File: src/rtl/sha256_pkg.sv
// Shared SHA-256 constants, schedule FSM states and the rotate/shift primitives.
package sha256_pkg;

  localparam int unsigned WORD_W      = 32;
  localparam int unsigned BLOCK_WORDS = 16;
  localparam int unsigned MAX_WORDS   = 64;
  localparam int unsigned IDX_W       = 6;
  localparam int unsigned CNT_W       = 4;

  localparam int unsigned S0_ROT_A = 7;
  localparam int unsigned S0_ROT_B = 18;
  localparam int unsigned S0_SHR   = 3;
  localparam int unsigned S1_ROT_A = 17;
  localparam int unsigned S1_ROT_B = 19;
  localparam int unsigned S1_SHR   = 10;

  typedef logic [WORD_W-1:0] word_t;

  typedef enum logic {
    ST_LOAD = 1'b0,
    ST_EMIT = 1'b1
  } sched_state_e;

  // Rotate right by n (n in 1..WORD_W-1).
  function automatic word_t rotr(input word_t x, input int unsigned n);
    return (x >> n) | (x << (WORD_W - n));
  endfunction

  function automatic word_t shr(input word_t x, input int unsigned n);
    return x >> n;
  endfunction

endpackage

File: src/rtl/sha256_sigma0.sv
// Small sigma0 of the message schedule; output forced to zero while start is low.
module sha256_sigma0
  import sha256_pkg::*;
(
  input  logic              start,
  input  logic [WORD_W-1:0] x,
  output logic [WORD_W-1:0] y_c
);

  assign y_c = start ? (rotr(x, S0_ROT_A) ^ rotr(x, S0_ROT_B) ^ shr(x, S0_SHR))
                     : '0;

endmodule

File: src/rtl/sha256_sigma1.sv
// Small sigma1 of the message schedule (purely combinational).
module sha256_sigma1
  import sha256_pkg::*;
(
  input  logic [WORD_W-1:0] x,
  output logic [WORD_W-1:0] y_c
);

  assign y_c = rotr(x, S1_ROT_A) ^ rotr(x, S1_ROT_B) ^ shr(x, S1_SHR);

endmodule

File: src/rtl/msg_schedule.sv
// SHA-256 message schedule: loads 16 message words, then streams W[0..NUM_WORDS-1]
// from a 16-word sliding window with valid/ready handshakes on both sides.
module msg_schedule
  import sha256_pkg::*;
#(
  parameter int unsigned NUM_WORDS = 64
) (
  input  logic              clk,
  input  logic              rst_n,
  input  logic              in_valid,
  output logic              in_ready,
  input  logic [WORD_W-1:0] in_word,
  output logic              out_valid,
  input  logic              out_ready,
  output logic [WORD_W-1:0] out_word,
  output logic [IDX_W-1:0]  out_index,
  output logic              busy
);

  localparam logic [IDX_W-1:0] LAST_IDX  = IDX_W'(NUM_WORDS - 1);
  localparam logic [CNT_W-1:0] LAST_LOAD = CNT_W'(BLOCK_WORDS - 1);

  sched_state_e       state;
  logic [CNT_W-1:0]   k;
  logic [IDX_W-1:0]   t;
  logic [WORD_W-1:0]  w [BLOCK_WORDS];
  logic [WORD_W-1:0]  s0_c;
  logic [WORD_W-1:0]  s1_c;
  logic [WORD_W-1:0]  w_new_c;

  sha256_sigma0 u_sigma0 (
    .start (1'b1),
    .x     (w[1]),
    .y_c   (s0_c)
  );

  sha256_sigma1 u_sigma1 (
    .x   (w[14]),
    .y_c (s1_c)
  );

  // Next schedule word entering the top of the window (mod 2^32).
  assign w_new_c = s1_c + w[9] + s0_c + w[0];

  always_ff @(posedge clk or negedge rst_n) begin
    if (!rst_n) begin
      state     <= ST_LOAD;
      k         <= '0;
      t         <= '0;
      in_ready  <= 1'b0;
      out_valid <= 1'b0;
      out_word  <= '0;
      out_index <= '0;
      busy      <= 1'b0;
      for (int unsigned j = 0; j < BLOCK_WORDS; j++) begin
        w[CNT_W'(j)] <= '0;
      end
    end else begin
      case (state)
        ST_LOAD: begin
          in_ready  <= 1'b1;
          out_valid <= 1'b0;
          if (in_valid && in_ready) begin
            w[k] <= in_word;
            busy <= 1'b1;
            if (k == LAST_LOAD) begin
              // w[0] already holds M0 from the first accepted word.
              state     <= ST_EMIT;
              k         <= '0;
              t         <= '0;
              in_ready  <= 1'b0;
              out_valid <= 1'b1;
              out_word  <= w[0];
              out_index <= '0;
            end else begin
              k <= k + CNT_W'(1);
            end
          end
        end
        ST_EMIT: begin
          if (out_ready) begin
            for (int unsigned j = 0; j < BLOCK_WORDS - 1; j++) begin
              w[CNT_W'(j)] <= w[CNT_W'(j + 1)];
            end
            w[LAST_LOAD] <= w_new_c;
            if (t == LAST_IDX) begin
              state     <= ST_LOAD;
              t         <= '0;
              in_ready  <= 1'b1;
              out_valid <= 1'b0;
              out_word  <= '0;
              out_index <= '0;
              busy      <= 1'b0;
            end else begin
              t         <= t + IDX_W'(1);
              out_index <= t + IDX_W'(1);
              out_word  <= w[1];
            end
          end
        end
        default: begin
          state <= ST_LOAD;
        end
      endcase
    end
  end

endmodule

File: config.mk
export PLATFORM = sky130hd
export DESIGN_NAME = msg_schedule
export DESIGN_NICKNAME = d
export VERILOG_FILES = /design/src/rtl/sha256_pkg.sv /design/src/rtl/sha256_sigma0.sv /design/src/rtl/sha256_sigma1.sv /design/src/rtl/msg_schedule.sv
export SDC_FILE = /design/constraint.sdc
export NUM_CORES = 1
export LEC_CHECK = 0
export ABC_AREA = 0
export ABC_CLOCK_PERIOD_IN_PS = 6230
export CAP_MARGIN = 5
export CORE_UTILIZATION = 54
export DETAILED_ROUTE_END_ITERATION = 16
export PLACE_DENSITY = 0.76
export SLEW_MARGIN = 20
export SYNTH_ARGS = -nofsm -noshare
export SYNTH_HDL_FRONTEND = slang
export SYNTH_SLANG_ARGS = --single-unit
export TNS_END_PERCENT = 10
File: constraint.sdc
create_clock -name clk -period 6.23 [get_ports clk]
set_input_delay 1.246 -clock clk [delete_from_list [all_inputs] [get_ports clk]]
set_output_delay 1.246 -clock clk [all_outputs]
set_load 0.005 [all_outputs]
; Word-level counts from Yosys, hierarchy flattened
; Index checks and enable logic that the tools add are counted.
; W data, S select, Z words.
[classes]
addsub = 5
eq_ne = 6
n_bitwise = 10
reduce_logical = 7
mux = 32
order_cmp = 2
[ops]
columns = op, count
row1 = $mux W512, 2
row2 = $pmux W512 S2, 1
row3 = $bwmux W512, 1
row4 = $mux W32, 5
row5 = $demux W32 S4, 1
row6 = $add A32 B32 Y32, 3
row7 = $pmux W32 S2, 1
row8 = $xor A32 B32 Y32, 2
row9 = $or A13 B32 Y32, 1
row10 = $or A14 B32 Y32, 1
row11 = $or A15 B32 Y32, 1
row12 = $or A25 B32 Y32, 1
row13 = $xor A32 B22 Y32, 1
row14 = $xor A32 B29 Y32, 1
row15 = $mux W6, 4
row16 = $pmux W6 S2, 1
row17 = $mux W1, 11
row18 = $pmux W1 S2, 4
row19 = $add A6 B1 Y6 const B, 1
row20 = $eq A6 B6 Y1 const B, 1
row21 = $ne A2 B2 Y1 const B, 3
row22 = $reduce_and A2 Y1, 3
row23 = $reduce_and A3 Y1, 2
row24 = $ge A5 B5 Y1 const B, 1
row25 = other kinds (8), 9
[totals]
inputBits = 36
register_bits = 558
word_cells = 85

; Depth between registers and ports, before layout
; Gate-level depths: netlist (run 1).
[depth]
word_depth = 8
ltp_mapped = 15
depth_no_buf = 14

; Modules after synthesis
; A second synthesis (run 1) with hierarchy kept.
[hier_totals]
hier_cells = 3272
area_unflattened_um2 = 30102.6
[modules_own_cells]
columns = module, cells_per_inst, area_each_um2, seq_area_each_um2, instances
row1 = msg_schedule, 3165, 28660.0, 13963.4, 1
row2 = sha256_sigma0, 75, 832.0, 0.0, 1
row3 = sha256_sigma1, 32, 610.6, 0.0, 1

; Worst setup path after synthesis (run 1)
; Ideal clock, no wire load.
[synth_timing]
kind = register to register
start = register w[456] (netlist bit)
end = register w[27] (netlist bit)
arrival_time_ns = 3.894
path_slack_ns = 2.210
stages_incl_launch_ff = 16
cell_sequence = dfrtp_1 > clkbuf_1 > xor2_1 > xnor2_1 > fa_1 > inv_1 > fa_1 > ha_1 > fa_1 > a21o_1 > a221oi_2 > o21bai_2 > a31oi_4 > o21ai_2 > mux2i_1 > o32a_1
[synth_between]
elab_chain_cells = 7
elab_cells_between_ends = 8
[synth_rtl]
columns = item, line_no
row1 = from (decl), msg_schedule.sv:26  ; logic [WORD_W-1:0] w [BLOCK_WORDS];
row2 = "from (signal, indexed assignment)", msg_schedule.sv:64  ; w[k] <= in_word;
row3 = "from (signal, indexed assignment)", msg_schedule.sv:83  ; w[CNT_W'(j)] <= w[CNT_W'(j + 1)];
row4 = "from (signal, indexed assignment)", msg_schedule.sv:85  ; w[LAST_LOAD] <= w_new_c;
row5 = $or A25 B32 Y32 / $or A14 B32 Y32 (equally long branches), sha256_pkg.sv:26  ; return (x >> n) | (x << (WORD_W - n));
row6 = $xor A32 B32 Y32, sha256_sigma0.sv:10  ; assign y_c = start ? (rotr(x, S0_ROT_A) ^ rotr(x, S0_ROT_B) ^ shr(x, S0_SHR))
row7 = $xor A32 B29 Y32 (*), sha256_sigma0.sv:10
row8 = $add A32 B32 Y32 (*) (2 in series), msg_schedule.sv:43  ; assign w_new_c = s1_c + w[9] + s0_c + w[0];
row9 = $mux W512 (*), msg_schedule.sv:81  ; if (out_ready) begin
row10 = $pmux W512 S2 (*), msg_schedule.sv:59  ; case (state)
; Mark *: on every way between the ends. The rest lies on a longest branch, timed or not. The select of a mux whose other input is x is not followed.
; A chain may end at the register's enable or synchronous reset.

; Worst setup path after layout (run 1)
[layout_timing]
start = register w[455] (netlist bit)
end = register w[27] (netlist bit)
; The elaborated chain is that of the path after synthesis.

==> run metrics, run 1 <==
CP Launch Type flop; Layout Nets between 3000 and 4000; CP Capture Type flop; Setup Fix Bufs, Post-CTS 0; Final Max Tran Viols 0; R2R Path Start w[455]; Critical Path Stages 13; unrepaired setup endpoints after global routing no; DR WL/cell around 25 um; status finished clean; cells along the critical path xnor2_1, xnor2_1, fa_1, fa_1, ha_1, fa_1, a21o_1, a221oi_2, o21bai_2, a31oi_4, o21ai_2, mux2i_1, o32a_1; R2R depth 13; final hold viol count 0; post-synthesis sequential area ratio between 40 and 50%; Post-Synth Adder-Cell Area 5.73%; biggest area consumer among synthesized cells dfrtp_1; Die Height ~240 um; RR Endpoint w[27]; Post-synth EDFFs 0; Num CTS Buffers slightly below 60; iteration-0 DRC count of the detailed router ~3300; final worst-path cycle share just over 70%; Main synth FF type dfrtp_1; normalized max-slew margin between 30 and 40%; Slowest-stage cell, CP dfrtp_1; worst-margin pin slew 1.02 ns; setup TNS 0 ns; Synth Cell Area roughly 0.030 mm2; Root Buffer Master clkbuf_16; worst path bufs/invs 0; Worst path top cell family by delay adder cells; H-tree Lvls 2; area of the multi-input gates about 0.014 mm2; Detail Placement HPWL between 60 and 70 mm; largest family of logic cells by synthesized area compound AO/OA/AOI/OAI gates; DR vias/cell between 6 and 7; I/O pin total 77; max cap viols 0; top cells by area, synth dfrtp_1 (47%), a22oi_1 (12%), a21oi_1 (9.1%), nor2_1 (7.3%), fa_1 (4.2%); number of fillers in the final layout around 4500; asr flop ratio synth between 90% and 100%; Synth Instances between 3000 and 4000; final setup fails 0; CTS Sinks about 560; post-synthesis xor/xnor area fraction between 4 and 5%; Sequential Area 0.0140 mm2; CP arrival 5.04 ns; initial antenna violation count 1; worst setup path end w[27]; CTS tree done; total congestion overflow 0; Tmin final 4.53 ns; layout cells sized above 1 6.56%; via count ~25000; Post-DRT Antenna Nets 0; Setup CP Type reg2reg; Critical Path RT approximately 6.7 ns; mux share of post-synthesis cell area 0.102%; effective utilization at floorplan between 50% and 60%; Syn Area/Cell 9.07 um2; num rows 85; post-route cell area 0.0325 mm2; Max Clk Rate 221 MHz; Hold Crit Class reg2reg; Clk Latency, worst-skew pair between 0.6 and 0.7 ns; first-pass GRT wire length between 100 and 150 mm; gpl congestion around 1.1; clk_skew about 0.012 ns; hold_buf cts 0; Post-Synth Simple-Gate Area 10.9%; vias in the first global route between 20000 and 25000; Tot GR Track Use roughly a third; Synth top area share between 40% and 50%; Synth Area in Compound Gates ~26%; Area after DPL 0.0305 mm2; IO Port Bufs 76; critical path peak fanout 6; launch point of the worst path w[455]; Distinct cells, synth 58; clk buf depth 3; #FFs+latches synth ~560; die width approximately 240 um; Total Wirelength 96.8 mm; area delta synth->final 10.2%; Ys Warns 0; post-CTS resize count 0; detailed-route DRC error count 0; R2R setup slack 1.70 ns; die area 0.0556 mm2; largest net degree at the start of global routing around 240; core area approximately 0.054 mm2; Pre-antenna DRT Iters 12; Worst-path clk slew ~0.060 ns; cell mode on critical path fa_1; post-synth net total 3391; CP max stage delay roughly 0.62 ns
-- cell families after synthesis --
group | after synthesis
adder cells (fa/ha/maj) | 98
XOR/XNOR | 145
AO/OA/AOI/OAI | 1201
buffers and inverters | 472
multiplexers | 3
AND/OR/NAND/NOR | 780
flip-flops | 558
-- Yosys cell counts (all sizes together), types with 4 or more instances --
cell	number
a21boi	4
a21o	6
a21oi	538
a221oi	17
a22oi	481
a31oi	41
and2	17
and3	20
buf	73
clkbuf	270
dfrtp	558
fa	62
ha	36
inv	129
nand2	96
nand3	15
nand4	7
nor2	574
nor2b	36
o21ai	84
o21bai	7
o22ai	6
o31ai	4
xnor2	75
xor2	70
-- cell type report --
type	instances	share of cell area, %
well taps	696	2.68
repair buffers	149	4.15
diodes	2	0.0154
multi-input cells	2227	42.7
inverters	129	1.49
clock inverters	23	0.930
clock buffers	85	5.14
flip-flops and latches	558	42.9
-- worst min path at each step --
stage,from,to,slack [ns],cells past startpoint
4_1_cts,out_word[22],out_word[22],0.49,2
3_3_place_gp,out_word[22],out_word[22],0.46,2
2_1_floorplan,w[15],w[15],0.46,2
3_5_place_dp,out_word[22],out_word[22],0.47,2
5_1_grt,out_word[21],out_word[21],0.51,2
6_report,out_word[21],out_word[21],0.48,2
-- registers in the layout, summed over array words and instances (netlist names) --
register,flops
out_valid,1
out_word,32
busy,1
k,4
t,6
state,1
in_ready,1
w,512
-- metrics by stage --
| stage | setup WS [ns] | util, % | hold slack [ns] | cells |
|---|---|---|---|---|
| 3_3_place_gp | 1.74 | 56.6 | 0.465 | 3759 |
| 4_1_cts | 1.73 | 60.3 | 0.485 | 3867 |
| 3_5_place_dp | 1.73 | 56.7 | 0.470 | 3759 |
| 2_1_floorplan | 2.21 | - | 0.460 | 3257 |
| 5_1_grt | 1.50 | 60.3 | 0.510 | 3867 |
| 6_report | 1.70 | 60.4 | 0.476 | 3869 |
-- tightest hold or removal path, delay by kind of cell, from the launching register on --
kind,cells,cell delay (ns)
AO/OA/AOI/OAI,1,0.06
flip-flops,1,0.34
AND/OR/NAND/NOR,1,0.04
-- cell usage in the layout (no fill, tap or decap), drive strengths merged, types with 75 or more instances in the layout --
master and n:
nor2 574, a21oi 538, a22oi 481, xnor2 75, inv 130, nand2 96
clkdlybuf4s50 75, dfrtp 558, clkbuf 85, o21ai 84
-- routing by layer --
layer | routed length (um) | track usage (%)
met1 | 42400 | 51.2
met2 | 42400 | 51.2
met3 | 8850 | 7.38
met4 | 3060 | 11.2
met5 | 13 | 0
Power of run 1 is not shown: default switching activity piles up to over one toggle a cycle in this logic, so the estimate is an artifact.
==> run 2: changes to the inputs <==
--- a/config.mk
+++ b/config.mk
@@ -6,7 +6,7 @@
 export NUM_CORES = 1
 export LEC_CHECK = 0
 export ABC_AREA = 0
-export ABC_CLOCK_PERIOD_IN_PS = 6230
+export ABC_CLOCK_PERIOD_IN_PS = 4400
 export CAP_MARGIN = 5
 export CORE_UTILIZATION = 54
 export DETAILED_ROUTE_END_ITERATION = 16
==> constraint.sdc (replaced) <==
create_clock -name clk -period 4.4 [get_ports clk]
set_input_delay 0.88 -clock clk [delete_from_list [all_inputs] [get_ports clk]]
set_output_delay 0.88 -clock clk [all_outputs]
set_load 0.005 [all_outputs]
==> run 2 against run 1 <==
Clock skew grew 0.017 ns; global-route usage shrank 0.74 points; register-to-register slack lost 1.5 ns; wire length shrank 2.5%; cell area grew 1.2%; fmax grew 8.1%; clock-buffer cell count grew 5; sequential cell count is the same; cell count grew 0.88%; core utilization grew 0.70 points; via count grew 0.48%; first-iteration DRC count shrank 0.63%; critical path type unchanged.
==> run metrics, run 2 (synthesis results as in run 1) <==
Max Clk Rate between 200 and 250 MHz; CTS tree done; clk buf depth 3; CP max stage delay around 0.55 ns; launch point of the worst path w[478]; final hold viol count 0; Critical Path RT just under 5 ns; total congestion overflow 0; effective utilization at floorplan between 50% and 60%; core area around 0.054 mm2; Num CTS Buffers 58; DR vias/cell around 6.4; cells along the critical path xor2_1, xnor2_1, fa_1, fa_1, inv_1, ha_1, and3_1, and2_1, a221oi_1, nand2_1, a21oi_2, mux2i_1, o21ai_0; area of the multi-input gates ~0.014 mm2; worst-margin pin slew 1.09 ns; CP arrival 4.71 ns; Setup CP Type reg2reg; Final Max Tran Viols 0; commonest non-fill, non-tap cell in the layout nor2_1; Die Height ~240 um; Clk Latency, worst-skew pair between 0.6 and 0.7 ns; first-pass GRT wire length between 100 and 150 mm; Root Buffer Master clkbuf_16; cell mode on critical path fa_1; IO Port Bufs 76; Tot GR Track Use ~34%; Detail Placement HPWL roughly 65 mm; number of fillers in the final layout 4468; RR Endpoint w[26]; leading registers by flop count w (512), out_word (32), t (6); Total Wirelength 94.3 mm; Largest register FFs between 500 and 600; R2R Path Start w[478]; Worst-path clk slew roughly 0.060 ns; initial antenna violation count 1; Core Util, Final about three fifths; Hold Crit Class in2async; H-tree Lvls 2; R2R depth 13; Layout Nets 3294; max cap viols 0; CP Launch Type flop; status finished clean; Slowest-stage cell, CP dfrtp_1; area delta synth->final 11.5%; CP Capture Type flop; DR WL/cell approximately 24 um; hold_buf cts 0; die area ~0.056 mm2; normalized max-slew margin 27.1%; Sequential Area 0.0140 mm2; via count 25100; setup TNS 0 ns; Tmin final between 4 and 5 ns; gpl congestion 1.01; largest net degree at the start of global routing 202; vias in the first global route between 20000 and 25000; Pre-antenna DRT Iters 6; R2R setup slack between 0.2 and 0.25 ns; critical path peak fanout 6; num rows 85; clk_skew a little under 0.03 ns; final setup fails 0; final worst-path cycle share roughly 95%; post-CTS resize count 0; Setup Fix Bufs, Post-CTS 0; layout cells sized above 1 7.51%; ant diodes 0; die width approximately 240 um; largest reg by FF count w; CTS Sinks 558; Post-DRT Antenna Nets 0; I/O pin total 77; worst setup path end w[26]; detailed-route DRC error count 0; most frequent cells in the layout nor2_1 (573), dfrtp_1 (557), a21oi_1 (535); iteration-0 DRC count of the detailed router 3304; unrepaired setup endpoints after global routing no
==> run 2: final cells by class <==
cell class	count	share of cell area, %
clock buffers	90	5.29
flip-flops and latches	558	42.4
clock inverters	17	0.768
well taps	696	2.65
inverters	129	1.47
multi-input cells	2227	42.1
repair buffers	186	5.28
==> run 2: worst min-delay path by stage <==
stage,from,slack (ns),depth (start not counted),to
after global routing,rst_n,0.40,1,out_word[23]
after floorplan,w[15],0.46,2,w[15]
after global placement,out_word[20],0.46,2,out_word[20]
after detailed placement,out_word[12],0.47,2,out_word[12]
final,rst_n,0.27,1,t[3]
after CTS,rst_n,0.38,1,t[3]
==> run 2: critical path: cells and delay by family, from the launching register on <==
family,cells,cell delay (ns)
compound gates,3,0.90
fa+ha+maj,3,1.31
xor+xnor,2,0.41
flops,1,0.55
simple gates,3,0.62
buf+inv,1,0.04
mux,1,0.21
==> run 2: per-layer routing <==
| layer | part of all wire, % | track usage [%] | wire length (um) | vias to the layer above |
|---|---|---|---|---|
| li1 | - | - | - | 11100 |
| met1 | 43 | 49.7 | 40300 | 12500 |
| met2 | 45 | 51.1 | 42100 | 1297 |
| met3 | 9.5 | 6.78 | 8930 | 156 |
| met4 | 3.2 | 10.3 | 2970 | 2 |
| met5 | 0.012 | 0 | 11 | - |
==> run 2: metrics by stage <==
stage	setup slack (ns)	std cells	area, um2	hold slack, ns
2_1_floorplan	0.380	3257	29500	0.460
3_3_place_gp	0.310	3795	30900	0.465
3_5_place_dp	0.277	3795	30900	0.470
4_1_cts	0.274	3902	32900	0.383
5_1_grt	0.0294	3903	32900	0.397
6_report	0.207	3903	32900	0.268
Power of run 2 is left out for the same reason.
